--- src/rtl/dbg_frame_uart_if.sv ---
// Signal bundle between the debug-bus source and the telemetry UART framer.
// The master drives the snapshot request and debug buses; the slave owns the serial output and status.
interface dbg_frame_uart_if;
  logic       snap_req;
  logic [6:0] dbg_cortisol;
  logic [6:0] dbg_dopamine;
  logic [6:0] dbg_gaba;
  logic [6:0] dbg_norepinephrine;
  logic [6:0] dbg_serotonin;
  logic [15:0] dbg_stimuli;
  logic [9:0] dbg_neurotransmitter_level;
  logic [7:0] dbg_emotional_state;
  logic [7:0] dbg_action;
  logic [1:0] dbg_heartbeat;
  logic [7:0] dbg_nourishment;
  logic [7:0] dbg_vital_energy;
  logic [8:0] dbg_illness;
  logic       tx;
  logic       busy;
  logic       frame_done;
  logic [7:0] overrun_cnt;

  modport master (
    output snap_req, dbg_cortisol, dbg_dopamine, dbg_gaba, dbg_norepinephrine,
           dbg_serotonin, dbg_stimuli, dbg_neurotransmitter_level, dbg_emotional_state,
           dbg_action, dbg_heartbeat, dbg_nourishment, dbg_vital_energy, dbg_illness,
    input  tx, busy, frame_done, overrun_cnt
  );

  modport slave (
    input  snap_req, dbg_cortisol, dbg_dopamine, dbg_gaba, dbg_norepinephrine,
           dbg_serotonin, dbg_stimuli, dbg_neurotransmitter_level, dbg_emotional_state,
           dbg_action, dbg_heartbeat, dbg_nourishment, dbg_vital_energy, dbg_illness,
    output tx, busy, frame_done, overrun_cnt
  );
endinterface

--- src/rtl/dbg_frame_uart.sv ---
// Snapshots the creature's debug buses on request and streams an 18-byte frame
// (sync A5, 16 payload bytes, mod-256 payload checksum) over an 8N1 UART line.
module dbg_frame_uart #(
  parameter int CLKS_PER_BIT = 868
) (
  input  logic           clk,
  input  logic           rst_n,
  dbg_frame_uart_if.slave bus
);
  localparam int              CW        = (CLKS_PER_BIT > 1) ? $clog2(CLKS_PER_BIT) : 1;
  localparam logic [CW-1:0]   CNT_LAST  = CW'(CLKS_PER_BIT - 1);
  localparam logic [7:0]      SYNC_BYTE = 8'hA5;
  localparam logic [4:0]      LAST_BYTE = 5'd17;

  typedef enum logic [1:0] {IDLE, START, DATA, STOP} state_t;

  state_t        state_q, state_d;
  logic [CW-1:0] clk_cnt_q, clk_cnt_d;
  logic [2:0]    bit_idx_q, bit_idx_d;
  logic [4:0]    byte_idx_q, byte_idx_d;
  logic          tx_q, tx_d;
  logic          done_q, done_d;
  logic [7:0]    ovr_q, ovr_d;
  logic [7:0]    snap_q [16];
  logic [7:0]    csum_q;
  logic [7:0]    payload [16];
  logic [7:0]    csum_in;
  logic [7:0]    cur_byte;
  logic          accept;
  logic          bit_end;

  always_comb begin
    payload[0]  = {1'b0, bus.dbg_cortisol};
    payload[1]  = {1'b0, bus.dbg_dopamine};
    payload[2]  = {1'b0, bus.dbg_gaba};
    payload[3]  = {1'b0, bus.dbg_norepinephrine};
    payload[4]  = {1'b0, bus.dbg_serotonin};
    payload[5]  = bus.dbg_stimuli[15:8];
    payload[6]  = bus.dbg_stimuli[7:0];
    payload[7]  = {6'b0, bus.dbg_neurotransmitter_level[9:8]};
    payload[8]  = bus.dbg_neurotransmitter_level[7:0];
    payload[9]  = bus.dbg_emotional_state;
    payload[10] = bus.dbg_action;
    payload[11] = {6'b0, bus.dbg_heartbeat};
    payload[12] = bus.dbg_nourishment;
    payload[13] = bus.dbg_vital_energy;
    payload[14] = {7'b0, bus.dbg_illness[8]};
    payload[15] = bus.dbg_illness[7:0];
  end

  // Checksum is formed from the live inputs so it is latched alongside the snapshot.
  always_comb begin
    csum_in = '0;
    for (int i = 0; i < 16; i++) csum_in = csum_in + payload[i];
  end

  assign accept  = (state_q == IDLE) && bus.snap_req;
  assign bit_end = (clk_cnt_q == CNT_LAST);

  genvar gi;
  generate
    for (gi = 0; gi < 16; gi++) begin : g_snap
      always_ff @(posedge clk) begin
        if (rst_n && accept) snap_q[gi] <= payload[gi];
      end
    end
  endgenerate

  always_ff @(posedge clk) begin
    if (rst_n && accept) csum_q <= csum_in;
  end

  // Byte 0 is sync, 1..16 map onto snapshot entries 0..15 (4-bit wrap covers 16), 17 is the checksum.
  always_comb begin
    cur_byte = SYNC_BYTE;
    if (byte_idx_q == LAST_BYTE) cur_byte = csum_q;
    else if (byte_idx_q != 5'd0) cur_byte = snap_q[byte_idx_q[3:0] - 4'd1];
  end

  always_comb begin
    state_d    = state_q;
    clk_cnt_d  = bit_end ? '0 : clk_cnt_q + CW'(1);
    bit_idx_d  = bit_idx_q;
    byte_idx_d = byte_idx_q;
    tx_d       = tx_q;
    done_d     = 1'b0;
    ovr_d      = ovr_q;
    if (bus.snap_req && (state_q != IDLE) && (ovr_q != 8'hFF)) ovr_d = ovr_q + 8'd1;
    case (state_q)
      IDLE: begin
        clk_cnt_d = '0;
        tx_d      = 1'b1;
        if (bus.snap_req) begin
          state_d = START;
          tx_d    = 1'b0;
        end
      end
      START: begin
        if (bit_end) begin
          state_d   = DATA;
          bit_idx_d = 3'd0;
          tx_d      = cur_byte[0];
        end
      end
      DATA: begin
        if (bit_end) begin
          if (bit_idx_q == 3'd7) begin
            state_d = STOP;
            tx_d    = 1'b1;
          end else begin
            bit_idx_d = bit_idx_q + 3'd1;
            tx_d      = cur_byte[bit_idx_d];
          end
        end
      end
      STOP: begin
        if (bit_end) begin
          if (byte_idx_q == LAST_BYTE) begin
            state_d    = IDLE;
            byte_idx_d = 5'd0;
            done_d     = 1'b1;
            tx_d       = 1'b1;
          end else begin
            state_d    = START;
            byte_idx_d = byte_idx_q + 5'd1;
            tx_d       = 1'b0;
          end
        end
      end
      default: state_d = IDLE;
    endcase
  end

  always_ff @(posedge clk) begin
    if (!rst_n) begin
      state_q    <= IDLE;
      clk_cnt_q  <= '0;
      bit_idx_q  <= 3'd0;
      byte_idx_q <= 5'd0;
      tx_q       <= 1'b1;
      done_q     <= 1'b0;
      ovr_q      <= 8'd0;
    end else begin
      state_q    <= state_d;
      clk_cnt_q  <= clk_cnt_d;
      bit_idx_q  <= bit_idx_d;
      byte_idx_q <= byte_idx_d;
      tx_q       <= tx_d;
      done_q     <= done_d;
      ovr_q      <= ovr_d;
    end
  end

  assign bus.tx          = tx_q;
  assign bus.busy        = (state_q != IDLE);
  assign bus.frame_done  = done_q;
  assign bus.overrun_cnt = ovr_q;
endmodule
--- src/flat_wrapper.sv ---
// flat-port wrapper written by rule: the top's interface ports become plain ports
module dbg_frame_uart_flat 
#(
  parameter int CLKS_PER_BIT = 868
)
  (clk, rst_n, bus_snap_req, bus_dbg_cortisol, bus_dbg_dopamine, bus_dbg_gaba, bus_dbg_norepinephrine, bus_dbg_serotonin, bus_dbg_stimuli, bus_dbg_neurotransmitter_level, bus_dbg_emotional_state, bus_dbg_action, bus_dbg_heartbeat, bus_dbg_nourishment, bus_dbg_vital_energy, bus_dbg_illness, bus_tx, bus_busy, bus_frame_done, bus_overrun_cnt);
  dbg_frame_uart_if bus_i ();
  input  logic clk;
  input  logic rst_n;
  input wire logic [$bits(bus_i.snap_req)-1:0] bus_snap_req;
  input wire logic [$bits(bus_i.dbg_cortisol)-1:0] bus_dbg_cortisol;
  input wire logic [$bits(bus_i.dbg_dopamine)-1:0] bus_dbg_dopamine;
  input wire logic [$bits(bus_i.dbg_gaba)-1:0] bus_dbg_gaba;
  input wire logic [$bits(bus_i.dbg_norepinephrine)-1:0] bus_dbg_norepinephrine;
  input wire logic [$bits(bus_i.dbg_serotonin)-1:0] bus_dbg_serotonin;
  input wire logic [$bits(bus_i.dbg_stimuli)-1:0] bus_dbg_stimuli;
  input wire logic [$bits(bus_i.dbg_neurotransmitter_level)-1:0] bus_dbg_neurotransmitter_level;
  input wire logic [$bits(bus_i.dbg_emotional_state)-1:0] bus_dbg_emotional_state;
  input wire logic [$bits(bus_i.dbg_action)-1:0] bus_dbg_action;
  input wire logic [$bits(bus_i.dbg_heartbeat)-1:0] bus_dbg_heartbeat;
  input wire logic [$bits(bus_i.dbg_nourishment)-1:0] bus_dbg_nourishment;
  input wire logic [$bits(bus_i.dbg_vital_energy)-1:0] bus_dbg_vital_energy;
  input wire logic [$bits(bus_i.dbg_illness)-1:0] bus_dbg_illness;
  output wire logic [$bits(bus_i.tx)-1:0] bus_tx;
  output wire logic [$bits(bus_i.busy)-1:0] bus_busy;
  output wire logic [$bits(bus_i.frame_done)-1:0] bus_frame_done;
  output wire logic [$bits(bus_i.overrun_cnt)-1:0] bus_overrun_cnt;
  assign bus_i.snap_req = bus_snap_req;
  assign bus_i.dbg_cortisol = bus_dbg_cortisol;
  assign bus_i.dbg_dopamine = bus_dbg_dopamine;
  assign bus_i.dbg_gaba = bus_dbg_gaba;
  assign bus_i.dbg_norepinephrine = bus_dbg_norepinephrine;
  assign bus_i.dbg_serotonin = bus_dbg_serotonin;
  assign bus_i.dbg_stimuli = bus_dbg_stimuli;
  assign bus_i.dbg_neurotransmitter_level = bus_dbg_neurotransmitter_level;
  assign bus_i.dbg_emotional_state = bus_dbg_emotional_state;
  assign bus_i.dbg_action = bus_dbg_action;
  assign bus_i.dbg_heartbeat = bus_dbg_heartbeat;
  assign bus_i.dbg_nourishment = bus_dbg_nourishment;
  assign bus_i.dbg_vital_energy = bus_dbg_vital_energy;
  assign bus_i.dbg_illness = bus_dbg_illness;
  assign bus_tx = bus_i.tx;
  assign bus_busy = bus_i.busy;
  assign bus_frame_done = bus_i.frame_done;
  assign bus_overrun_cnt = bus_i.overrun_cnt;
  dbg_frame_uart #(.CLKS_PER_BIT(CLKS_PER_BIT)) u_core (.clk(clk), .rst_n(rst_n), .bus(bus_i));
endmodule
--- config.mk ---
export PLATFORM = sky130hd
export DESIGN_NAME = dbg_frame_uart_flat
export DESIGN_NICKNAME = d
export VERILOG_FILES = /design/src/rtl/dbg_frame_uart_if.sv /design/src/rtl/dbg_frame_uart.sv /design/src/flat_wrapper.sv
export SDC_FILE = /design/constraint.sdc
export NUM_CORES = 1
export LEC_CHECK = 0
export CAP_MARGIN = 10
export CORE_MARGIN = 8
export CORE_UTILIZATION = 45
export CTS_BUF_LIST = sky130_fd_sc_hd__clkbuf_8
export DETAILED_ROUTE_END_ITERATION = 7
export PLACE_DENSITY_LB_ADDON = 0.08
export SLEW_MARGIN = 20
export SYNTH_ARGS = -nofsm -noshare
export SYNTH_HDL_FRONTEND = slang
export SYNTH_SLANG_ARGS = --single-unit
--- constraint.sdc ---
create_clock -name clk -period 4.2 [get_ports clk]
set_input_delay 0.42 -clock clk [delete_from_list [all_inputs] [get_ports clk]]
set_output_delay 0.42 -clock clk [all_outputs]
set_load 0.05 [all_outputs]
Word level (Yosys, flattened, before mapping)
Memories as Yosys holds them, arrays and structs flattened.
Cells that the tools add are included.
{ "word_totals": {"reg_bits": 38, "ram_bits": 128, "output_inout_bits": 11, "word_cells": 83, "memories": 1} }
{ "op_classes": {"add_sub_neg": 20, "n_lt_le_gt_ge": 1, "eq_ne": 13, "mux": 25, "bitwise": 1, "reduce_logical": 14} }
{ "memory_table": {"columns": ["memory", "words", "word_bits", "rd", "rd_clocked_by_memory_dff", "wr", "line_no", "text"], "rows": [
  ["u_core.snap_q", 16, 8, 1, 0, 16, "dbg_frame_uart.sv:24", "logic [7:0] snap_q [16];"]
]} }
{ "op_table": {"columns": ["operator", "n"], "rows": [
  ["8-bit adder", 8],
  ["8-bit by 7-bit adder with 8-bit output", 3],
  ["8-bit by 2-bit adder with 8-bit output", 2],
  ["8-bit 2-to-1 mux", 2],
  ["10-bit by 1-bit adder with 10-bit output (second input constant)", 1],
  ["10-bit equality test (second input constant)", 1],
  ["1-bit 2-to-1 mux", 10],
  ["2-bit 2-to-1 mux", 5],
  ["3-bit 2-to-1 mux", 3],
  ["7-bit by 7-bit adder with 8-bit output", 1],
  ["8-bit by 1-bit adder with 8-bit output", 1],
  ["8-bit by 1-bit adder with 8-bit output (second input constant)", 1],
  ["2-bit by 1-bit inequality test with 1-bit output (second input constant)", 4],
  ["8-bit inequality test (second input constant)", 1],
  ["2-bit one-hot mux with 4 select lines", 1],
  ["3-bit one-hot mux with 2 select lines", 1],
  ["3-bit AND reduction", 2],
  ["5-bit by 1-bit adder with 5-bit output (second input constant)", 1],
  ["5-bit equality test (second input constant)", 1],
  ["5-bit 2-to-1 mux", 1],
  ["5-bit AND reduction", 1],
  ["5-bit nonzero test", 1],
  ["2-bit equality test (second input constant)", 2],
  ["1-bit logical AND", 4],
  ["other kinds (14)", 16]
]} }

Depth between registers and ports, before layout
Gate-level depths: netlist of run 1.
{ "depth": {"word_depth": 15, "mapped_depth": 15} }

Least setup slack after synthesis of run 1
No wires, ideal clock.
{ "synth_timing": {"path_type": "input-to-reg", "startpoint": "input port bus_dbg_illness[3]", "endpoint": "register u_core.csum_q[7], data pin", "t_arrival_ns": 4.130, "required_time_ns": 3.940, "slack_ns": -0.190, "stages": 15, "path_buffers": 0, "path_cell_list": "inv_1 fa_1 inv_1 fa_1 fa_1 fa_1 inv_1 fa_1 inv_1 ha_1 a21o_1 a21oi_1 o21bai_1 a21oi_1 xnor2_1"} }
{ "synth_via": {"elab_chain_cells": 1} }
{ "synth_lines": {"columns": ["element", "line_no", "text"], "rows": [
  ["start, declared", "flat_wrapper.sv:23", "input wire logic [$bits(bus_i.dbg_illness)-1:0] bus_dbg_illness;"],
  ["8-bit adder", "dbg_frame_uart.sv:54", "for (int i = 0; i < 16; i++) csum_in = csum_in + payload[i];"],
  ["net u_core.csum_in[7]", "dbg_frame_uart.sv:27", "logic [7:0] csum_in;"],
  ["end signal, assigned", "dbg_frame_uart.sv:70", "if (rst_n && accept) csum_q <= csum_in;"],
  ["end, declared", "dbg_frame_uart.sv:25", "logic [7:0] csum_q;"]
]} }
The timed path passes the listed nets, and every way through them passes these cells.
A chain may end at the register's enable or synchronous reset.

Worst setup path in the final report of run 1
{ "layout_timing": {"startpoint": "input port bus_dbg_norepinephrine[0]", "endpoint": "register u_core.csum_q[6], data pin"} }
{ "layout_via": {"elab_chain_cells": 13} }
{ "layout_lines": {"columns": ["element", "line_no", "text"], "rows": [
  ["start, declared", "flat_wrapper.sv:14", "input wire logic [$bits(bus_i.dbg_norepinephrine)-1:0] bus_dbg_norepinephrine;"],
  ["8-bit by 7-bit adder with 8-bit output (2 in series)", "dbg_frame_uart.sv:54", null],
  ["8-bit adder (2 in series)", "dbg_frame_uart.sv:54", null],
  ["8-bit by 2-bit adder with 8-bit output", "dbg_frame_uart.sv:54", null],
  ["8-bit adder (3 in series)", "dbg_frame_uart.sv:54", null],
  ["8-bit by 2-bit adder with 8-bit output", "dbg_frame_uart.sv:54", null],
  ["8-bit adder (2 in series)", "dbg_frame_uart.sv:54", null],
  ["8-bit by 1-bit adder with 8-bit output", "dbg_frame_uart.sv:54", null],
  ["8-bit adder", "dbg_frame_uart.sv:54", null],
  ["net u_core.csum_in[6]", "dbg_frame_uart.sv:27", null]
]} }
The timed path passes the listed nets, and every way through them passes these cells.

==> metrics.csv, run 1 <==
stage;metric;value;unit
critical_path;setup slack of the most critical reg-to-reg path;0.84;ns
min_path;worst min path class;in -> reg;
run_status;outcome;finished clean;
placed_design;cell area after placement;0.00988;mm^2
critical_path;worst reg2reg path startpoint;u_core.byte_idx_q[1]$_SDFFE_PN0P_;
clock_network;CTS Buf Count;17;
synth;number of nets in the synthesized netlist;835;
timing;RSZ-0062 raised after global routing;no;
timing;final count of negative-setup-slack endpoints;0;
drt;residual DRC count;0;
clock_network;H-Tree Depth;4;
grt;total congestion overflow after global routing;0;
critical_path;kind of start point of the critical path;input port;
final_layout;Finished Core Util;0.576;
synth;Avg Cell Area, Syn;13.0;um^2
final_layout;share of cells above drive strength 1;0.155;
final_layout;fillcell total;1521;
floorplan;effective utilization at floorplan;0.459;
timing;Worst-Margin Slew;0.986;ns
synth;cell area after synthesis;0.00827;mm^2
floorplan;Std-Cell Core Area;0.0180;mm^2
synth;EDFF count, synth;112;
job;max-cap check violation count;0;
placed_design;last weighted congestion value of the routability-driven placer;0.798;
critical_path;cells on worst reg2reg path;9;
floorplan;top-level I/O count;118;
synth;leading area contributor after synthesis;edfxtp_1;
grt;vias in the first global route;5897;
synth;Syn. warnings;0;
grt;maximum number of pins on one net before global-route repair;57;
floorplan;height of the die;152;um
final_layout;area of combinational cells with multiple inputs;0.00389;mm^2
placed_design;half-perimeter wire length after placement;14100;um
critical_path;Required @ worst endpoint;4.40;ns
critical_path;kind of capture point of the worst setup path;flip-flop;
final_layout;Syn-to-layout area delta;25.5;%
critical_path;data arrival time of the critical path;4.28;ns
synth;post-synthesis cell count;634;
synth;top cell type's share of synthesized area;0.407;
synth;most instantiated cells after synthesis;112 x edfxtp_1, 110 x inv_1, 76 x fa_1;
timing;count of final max-slew check failures;0;
timing;worst slew margin relative to its limit;0.341;
synth;most common cell in the netlist;edfxtp_1;
critical_path;capturing point of the worst reg2reg path;u_core.bus.tx$_SDFFE_PN1P_;
grt;wire length of the first global-routing pass;30000;um
critical_path;WS Path Type;in -> reg;
final_layout;FF+latch area;0.00396;mm^2
clock_network;CTS clock-pin slew for the worst setup and hold paths;0.08;ns
floorplan;row count;49;
floorplan;Die Area;0.0230;mm^2
critical_path;worst setup path startpoint;bus_dbg_norepinephrine[0];
grt;global-route total usage across every layer;0.173;
pwr;leakage power;4.10;nW
floorplan;Die Wd;152;um
drt;Iteration-0 DRC Markers;334;
clock_network;Post-CTS Hold Fix Bufs;0;
timing;Max Fclk;0.245;GHz
timing;time the worst path needs with I/O delays and setup;4.08;ns
drt;Vias;5234;
clock_network;Clock Path Buffers;2;
clock_network;clk_lat worst skew;0.45;ns
pwr;Max rail drop VDD;468;uV
clock_network;TritonCTS clock tree;yes;
clock_network;number of clock sinks;142;
drt;Detailed Route WL;18600;um
drt;routed wire length per instance;18.2;um
synth;count of distinct cell types in the synthesized netlist;60;
synth;sequential share of the synthesized area;0.479;
grt;antenna violations before repair;0;
drt;Pre-antenna DRT Iters;5;
drt;post-route antenna net violation count;0;
synth;share of flip-flops with an asynchronous set or reset;0;
timing;final hold viol count;0;
final_layout;final layout net count;980;
timing;period utilization;0.972;
synth;synthesis-stage register bit count;142;
synth;dominant synthesized flop cell;edfxtp_1;
placed_design;IO Port Bufs;117;
synth;dominant cells by area after synthesis;edfxtp_1 41%, fa_1 18%, dfxtp_1 7.3%;
final_layout;Diodes inserted;0;
pwr;Tot Pwr;6.44;mW
final_layout;final instance area;0.0104;mm^2
critical_path;Max FO, Critical Path;2;
pwr;power density over the cells;620;mW/mm^2
critical_path;capture point of the worst path;u_core.csum_q[6]$_DFFE_PP_;
timing;final worst clock skew;0.0100;ns
clock_network;clock root buffer master;clkbuf_8;
drt;via density per instance;5.13;
report_power, final:
| part | internal (mW) | leakage [nW] | switching [mW] |
|---|---|---|---|
| combinational | 1.73 | 2.62 | 1.62 |
| clock | 0.584 | 0.199 | 0.547 |
| sequential | 1.90 | 1.28 | 0.0611 |
area by class of cell:
| type | count | area share |
|---|---|---|
| clock inverter | 15 | 0.0165 |
| tap | 229 | 0.0276 |
| inverter | 111 | 0.0402 |
| multi-input combinational | 362 | 0.375 |
| sequential | 142 | 0.382 |
| clock buffer | 17 | 0.0226 |
| timing repair buffer | 145 | 0.137 |
layer usage:
layer  GRT usage  up-vias  part of all wire
met5           0        -                 0
met4      0.0510        0             0.012
met3      0.0383       16             0.042
met2       0.299      128              0.52
met1       0.213     2622              0.42
li1            -     2468                 -
metrics by stage:
step                      cells  setup TNS [ns]  hold slack (ns)  worst slack [ns]
final                      1021               0            0.178             0.120
after global routing       1021               0            0.155           0.00319
after CTS                  1021               0            0.257           0.00766
after detailed placement    988           -2.59            0.468            -0.647
after global placement      988           -2.39            0.445            -0.612
after floorplan             634        -0.00640            0.430          -0.00640
worst max-delay path, cell delays in order:
cell	delay (ns)
clkdlybuf4s50_1	0.46
fa_2	0.58
inv_1	0.05
fa_1	0.39
fa_1	0.51
fa_2	0.38
fa_1	0.52
inv_2	0.05
ha_4	0.16
fa_2	0.35
a21oi_2	0.15
nor2_1	0.06
nor2_1	0.12
xnor2_1	0.09
registers in the layout (all words and copies together) (netlist names):
register,flops
u_core.bus.frame_done,1
u_core.clk_cnt_q,10
u_core.csum_q,8
u_core.bit_idx_q,3
u_core.bus.overrun_cnt,8
u_core.snap_q,104
u_core.state_q,2
u_core.bus.tx,1
u_core.byte_idx_q,5
layout by cell type, fill, tap and decap left out, types with 3 or more instances in the layout:
| cell type | count |
|---|---|
| dlygate4sd2_1 | 26 |
| and3_1 | 7 |
| dfxtp_1 | 30 |
| and2_1 | 8 |
| edfxtp_1 | 112 |
| mux4_2 | 10 |
| clkbuf_8 | 17 |
| nor2_1 | 36 |
| mux4_1 | 4 |
| o31ai_1 | 3 |
| a221oi_1 | 6 |
| fa_1 | 61 |
| xnor2_1 | 29 |
| nor4_1 | 5 |
| clkinvlp_4 | 4 |
| buf_4 | 26 |
| or3_1 | 3 |
| clkdlybuf4s50_1 | 63 |
| nand4_1 | 4 |
| a21oi_1 | 14 |
| mux2i_1 | 9 |
| nand3_1 | 21 |
| a31oi_1 | 3 |
| inv_2 | 15 |
| bufinv_16 | 3 |
| clkdlybuf4s15_1 | 5 |
| nand2_1 | 18 |
| xor2_1 | 8 |
| a311oi_1 | 3 |
| mux2_2 | 12 |
| nor2b_1 | 9 |
| inv_1 | 97 |
| dlymetal6s2s_1 | 21 |
| ha_1 | 16 |
| nor3_1 | 9 |
| o21ai_0 | 4 |
| fa_2 | 15 |
kinds of logic after synthesis:
family	share of synthesized area
mux	0.0672
xor+xnor	0.0436
fa+ha+maj	0.211
simple gates	0.0850
compound gates	0.0516
buf+inv	0.0619
flops	0.479
worst min path at each step:
stage | startpoint | end | cells after the start
finish | bus_dbg_norepinephrine[2] | u_core.snap_q[3][2]$_DFFE_PP_ | 1
floorplan | u_core.clk_cnt_q[0]$_SDFF_PP0_ | u_core.clk_cnt_q[0]$_SDFF_PP0_ | 1
global placement | u_core.clk_cnt_q[0]$_SDFF_PP0_ | u_core.clk_cnt_q[0]$_SDFF_PP0_ | 1
detailed placement | u_core.clk_cnt_q[0]$_SDFF_PP0_ | u_core.clk_cnt_q[0]$_SDFF_PP0_ | 1
CTS | bus_dbg_emotional_state[3] | u_core.snap_q[9][3]$_DFFE_PP_ | 1
global route | bus_dbg_norepinephrine[2] | u_core.snap_q[3][2]$_DFFE_PP_ | 1
repair_timing:
item / CTS / global route
setup buffers: 1 / 0
gates cloned: 0 / 0
setup endpoints to repair: 3 / 4
resized for setup: 45 / 51
pin swaps: 31 / 44
No activity file was read; power rests on OpenSTA's default activity.
==> inputs of run 2 (changes only) <==
SLEW_MARGIN = not set   (was 20)
==> results of run 2 <==
Same layout as run 1: the final DEF is identical, and so are final timing and power.
